`src/rtl/pipe_pkg.sv`:
```
// Shared types and constants for the RV32 inter-stage skid register.
// Payload helpers pack {INST, PC, PC4} into the default 96-bit stage payload.
package pipe_pkg;

   localparam int unsigned INST_W    = 32;
   localparam int unsigned PC_W      = 32;
   localparam int unsigned PAYLOAD_W = INST_W + 2 * PC_W;

   localparam logic [INST_W-1:0] RV_NOP = 32'h0000_0013;

   typedef enum logic [1:0] {
      EMPTY = 2'd0,
      ONE   = 2'd1,
      FULL  = 2'd2
   } skid_state_e;

   typedef struct packed {
      logic [INST_W-1:0] inst;
      logic [PC_W-1:0]   pc;
      logic [PC_W-1:0]   pc4;
   } stage_payload_t;

   // Build a payload for a fetched instruction; PC4 is derived from PC.
   function automatic stage_payload_t pack_payload(input logic [INST_W-1:0] inst,
                                                   input logic [PC_W-1:0]   pc);
      stage_payload_t p;
      p.inst = inst;
      p.pc   = pc;
      p.pc4  = pc + PC_W'(4);
      return p;
   endfunction

   // A NOP payload at a given PC, for stages that want a visible bubble.
   function automatic stage_payload_t nop_payload(input logic [PC_W-1:0] pc);
      return pack_payload(RV_NOP, pc);
   endfunction

endpackage

```
`src/rtl/pipe_perf_cnt.sv`:
```
// Saturating event counter used for the optional stage performance counters.
module pipe_perf_cnt #(
   parameter int unsigned WIDTH = 16
) (
   input  logic             clk,
   input  logic             rst_n,
   input  logic             inc,
   output logic [WIDTH-1:0] cnt
);

   localparam logic [WIDTH-1:0] CNT_MAX = {WIDTH{1'b1}};

   // Sticks at the maximum value instead of wrapping.
   always_ff @(posedge clk or negedge rst_n) begin
      if (!rst_n) begin
         cnt <= '0;
      end else if (inc && (cnt != CNT_MAX)) begin
         cnt <= cnt + WIDTH'(1);
      end
   end

endmodule

```
`src/rtl/pipe_stage_skid.sv`:
```
// Inter-stage pipeline register with valid/ready handshake and a 2-entry skid buffer.
// Define PIPE_STAGE_PERF_EN to add saturating stall/flush performance counters.
module pipe_stage_skid
   import pipe_pkg::*;
#(
   parameter int unsigned       DATA_W = 96,
   parameter logic [DATA_W-1:0] BUBBLE = '0
) (
   input  logic              clk,
   input  logic              rst_n,
   input  logic              flush,
   input  logic              stall,
   input  logic              in_valid,
   output logic              in_ready,
   input  logic [DATA_W-1:0] in_data,
   output logic              out_valid,
   input  logic              out_ready,
   output logic [DATA_W-1:0] out_data
`ifdef PIPE_STAGE_PERF_EN
   ,
   output logic [31:0]       perf_stall_cnt,
   output logic [15:0]       perf_flush_cnt
`endif
);

   skid_state_e       state, state_d;
   logic [DATA_W-1:0] skid, skid_d;
   logic [DATA_W-1:0] out_data_d;
   logic              out_valid_d;
   logic              in_ready_d;
   logic              acc;
   logic              take;

   assign acc  = in_valid & in_ready;
   assign take = out_valid & out_ready & ~stall;

   // All state and outputs are flops; in_ready/out_valid are re-derived from the next state.
   always_ff @(posedge clk or negedge rst_n) begin
      if (!rst_n) begin
         state     <= EMPTY;
         skid      <= BUBBLE;
         out_data  <= BUBBLE;
         out_valid <= 1'b0;
         in_ready  <= 1'b1;
      end else begin
         state     <= state_d;
         skid      <= skid_d;
         out_data  <= out_data_d;
         out_valid <= out_valid_d;
         in_ready  <= in_ready_d;
      end
   end

   always_comb begin
      state_d    = state;
      skid_d     = skid;
      out_data_d = out_data;

      case (state)
         EMPTY: begin
            if (acc) begin
               state_d    = ONE;
               out_data_d = in_data;
            end
         end
         ONE: begin
            if (acc && take) begin
               out_data_d = in_data;
            end else if (acc) begin
               state_d = FULL;
               skid_d  = in_data;
            end else if (take) begin
               state_d    = EMPTY;
               out_data_d = BUBBLE;
            end
         end
         FULL: begin
            if (take) begin
               state_d    = ONE;
               out_data_d = skid;
               skid_d     = BUBBLE;
            end
         end
         default: begin
            state_d    = EMPTY;
            skid_d     = BUBBLE;
            out_data_d = BUBBLE;
         end
      endcase

      // Flush overrides stall and the handshake, and discards any beat accepted this cycle.
      if (flush) begin
         state_d    = EMPTY;
         skid_d     = BUBBLE;
         out_data_d = BUBBLE;
      end

      out_valid_d = (state_d != EMPTY);
      in_ready_d  = (state_d != FULL);
   end

`ifdef PIPE_STAGE_PERF_EN
   logic stall_evt;
   logic flush_evt;

   assign stall_evt = out_valid & ~take;
   assign flush_evt = flush & (state != EMPTY);

   pipe_perf_cnt #(.WIDTH(32)) u_stall_cnt (
      .clk   (clk),
      .rst_n (rst_n),
      .inc   (stall_evt),
      .cnt   (perf_stall_cnt)
   );

   pipe_perf_cnt #(.WIDTH(16)) u_flush_cnt (
      .clk   (clk),
      .rst_n (rst_n),
      .inc   (flush_evt),
      .cnt   (perf_flush_cnt)
   );
`else
   // Counters are absent in this build; the datapath above is unchanged.
`endif

endmodule

```
`config.mk`:
```
export PLATFORM = sky130hd
export DESIGN_NAME = pipe_stage_skid
export DESIGN_NICKNAME = d
export VERILOG_FILES = /design/src/rtl/pipe_pkg.sv /design/src/rtl/pipe_perf_cnt.sv /design/src/rtl/pipe_stage_skid.sv
export SDC_FILE = /design/constraint.sdc
export NUM_CORES = 1
export LEC_CHECK = 0
export BUFFER_PORTS_ARGS = -buffer_cell sky130_fd_sc_hd__buf_2
export CORE_MARGIN = 2
export CORE_UTILIZATION = 45
export DETAILED_ROUTE_END_ITERATION = 12
export PLACE_DENSITY = 0.66
export SLEW_MARGIN = 15
export SYNTH_ARGS = -nofsm -noshare
export SYNTH_HDL_FRONTEND = slang
export SYNTH_SLANG_ARGS = --single-unit
```
`constraint.sdc`:
```
create_clock -name clk -period 2.1 [get_ports clk]
set_input_delay 0.21 -clock clk [delete_from_list [all_inputs] [get_ports clk]]
set_output_delay 0.21 -clock clk [all_outputs]
set_load 0.05 [all_outputs]
```
==> impl_results.md <==
* Status: completed
* Number of buffers on the longest clock path at 2
* DR iter-0 viols at 410
* F_max at 503.9 MHz
* CTS tree: done
* Rel. slew slack at 34.46%
* PD cells at 959.2 mW/mm2
* Clock sink count at 196
* Cells after Synth at 682
* Count of max-cap constraint violations at 0
* Ys flop type: dfrtp_1
* Top-area cell type share of the netlist area at 54.27%
* Setup CP Type: reg2reg
* First-pass GRT wire length at 39,730 um
* DR pass1 iterations at 5
* Syn Nets at 784
* Hold WC Path Type: in2reg
* DPL Wire Length at 14,960 um
* Clk_lat worst skew at 0.43 ns
* Clock root buffer: clkbuf_16
* DR vias/cell at 6.063
* Post-Route WL at 24,750 um
* Leading area contributor after synthesis: dfrtp_1
* Yosys reg bits at 196
* Row count at 51
* I/O pins at 200
* Antenna-violating nets left at 0
* Critical path required time at 2.47 ns
* Worst clock skew at 0.003861 ns
* Die Wd at 145.4 um
* Final worst path period need at 1.985 ns
* Leak at 0.005222 uW
* Most common cell after layout, fill and taps aside: buf_2
* Sequential-to-total area share from yosys stat at 54.56%
* Placed insts at 1,096
* Clock transition at path regs at 0.07 ns
* Routability cong. at 0.7614
* Routed WL per cell at 21.80 um
* GRT Residual Overflow at 0
* Initial antenna violation count at 4
* Slew Viols, Final at 0
* Die Area at 0.02113 mm2
* H-tree depth at 4
* Synth top area cells: dfrtp_1 (54%), a22o_1 (19%), mux2i_1 (11%)
* DIE HEIGHT at 145.4 um
* Via total after detailed routing at 6,881
* Commonest non-fill, non-tap cells in the layout: buf_2 (198), dfrtp_1 (193), a22o_1 (192)
* Syn. warnings at 0
* Final Hold Vio Count at 0
* DP Worst Slack at -0.1217 ns
* Share of cells above drive strength 1 at 31.07%
* Starting Density at 46.05%
* DRC viols at 0
* Mapped cell area at 0.008991 mm2
* Slew @ Worst Pin at 0.9830 ns
* Endpoint class of the critical path: flop
* Peak VDD IR at 0.5178 mV
* Nets@finish at 958
* Cell variety after synth at 29
* Largest net degree at the start of global routing at 69
* Post-synth EDFFs at 0
* GRT Total Usage at 23.25%
* Final setup violation count at 0
* WP data arrival at 2.35 ns
* CTS buffer count at 17
* Vias in the first global route at 7,239
* Area Overhead vs Synth at 22.60%
* Syn avg cell area at 13.18 um2
* Crit start category: flop
* Core area at 0.01953 mm2
* Worst setup margin at 0.1153 ns
* Worst-path maximum fanout at 28
* Final period util at 94.51%
* I/O Buffers at 199
* Async set or reset register ratio after synthesis at 100.0%
* Final std cells w/o fill at 1,135
* Unrepaired setup endpoints after global routing: false
==> Yosys cell counts, types with 2 or more instances <==
master / number
nand2_1: 5
mux2i_1: 96
nor2_2: 2
a22o_1: 192
clkbuf_1: 17
buf_2: 35
xnor2_1: 2
buf_4: 14
dfrtp_1: 195
o2bb2ai_1: 96
nand3b_4: 2
buf_1: 7
or3_1: 2
nor2_1: 2
==> layout make-up <==
type                       instances  area [um2]
sequential                       196        4913
multi-input combinational        412        3724
inverter                           1       3.754
antenna                            1       2.502
clock inverter                    12       224.0
timing repair buffer             228        1368
clock buffer                      20       456.7
tap                              265       331.6
fill                            1656        8503
==> critical path, cell delays in order (launching register included) <==
cell,delay [ns]
dfrtp_4,0.51
buf_6,0.23
nand3b_4,0.24
o22a_1,0.25
nor2_4,0.16
buf_4,0.15
clkbuf_16,0.22
a22o_1,0.15
==> final timing paths <==
| check | from | to | slack, ns | cells past startpoint |
|---|---|---|---|---|
| worst max-delay path | state[1] | out_data[56] | 0.12 | 7 |
| worst min-delay path | in_data[35] | skid[35] | 0.02 | 2 |
| worst max register to register | state[1] | out_data[56] | 0.12 | 7 |
| worst min register to register | out_data[68] | out_data[68] | 0.50 | 1 |
| max in group asynchronous | rst_n | skid[67] | 1.02 | 3 |
| min in group asynchronous | rst_n | out_data[40] | 0.34 | 2 |
==> power breakdown <==
group / internal [uW] / switching, uW / leakage (uW)
registers: 4080 / 197 / 0.00268
logic: 785 / 1760 / 0.00221
clock network: 2310 / 1440 / 0.000331
==> layer usage <==
layer	global-route usage, %	routed length (um)
met5	0	33
met4	6.618	340
met3	6.238	1502
met2	37.82	11970
met1	30.88	10900
==> per-stage QoR <==
stage	area, um2	total power, uW	util (%)	setup TNS, ns	hold slack, ns
after CTS	10950	10600	56.09	0	0.003865
after floorplan	8991	6056	-	0	-0.08559
after global placement	10250	6773	52.50	-0.7309	0.2523
final	11020	10570	56.45	0	0.02274
after detailed placement	10250	6844	52.50	-3.645	0.2630
after global routing	11020	10980	56.44	0	0.009955
==> sequential cells by signal, summed over array words and instances (netlist names) <==
| name | count |
|---|---|
| state | 2 |
| in_ready | 1 |
| out_valid | 1 |
| out_data | 96 |
| skid | 96 |
==> kinds of logic (layout without fill, tap and decap cells) <==
kind of cell / count (synthesis) / in the layout / synth area share, %
muxes: 96 / 96 / 10.69
and+or+nand+nor: 16 / 17 / 1.378
other: 0 / 1 / 0
buffers and inverters: 75 / 261 / 4.286
DFF: 196 / 196 / 54.56
xor gates and xnor gates: 3 / 3 / 0.2923
AOI/OAI and AO/OA: 296 / 296 / 28.79
==> timing repair <==
| action | 4_1_cts | 5_1_grt |
|---|---|---|
| resized for setup | 1 | 1 |
| buffers inserted | 0 | 2 |
| cloned | 1 | 2 |
| hold buffers | 1 | 0 |
| setup endpoints to repair | 64 | 71 |
| pin swaps | 1 | 2 |
| hold endpoints to repair | 61 | 0 |
Note: power is estimated with default switching activity, not from simulation.
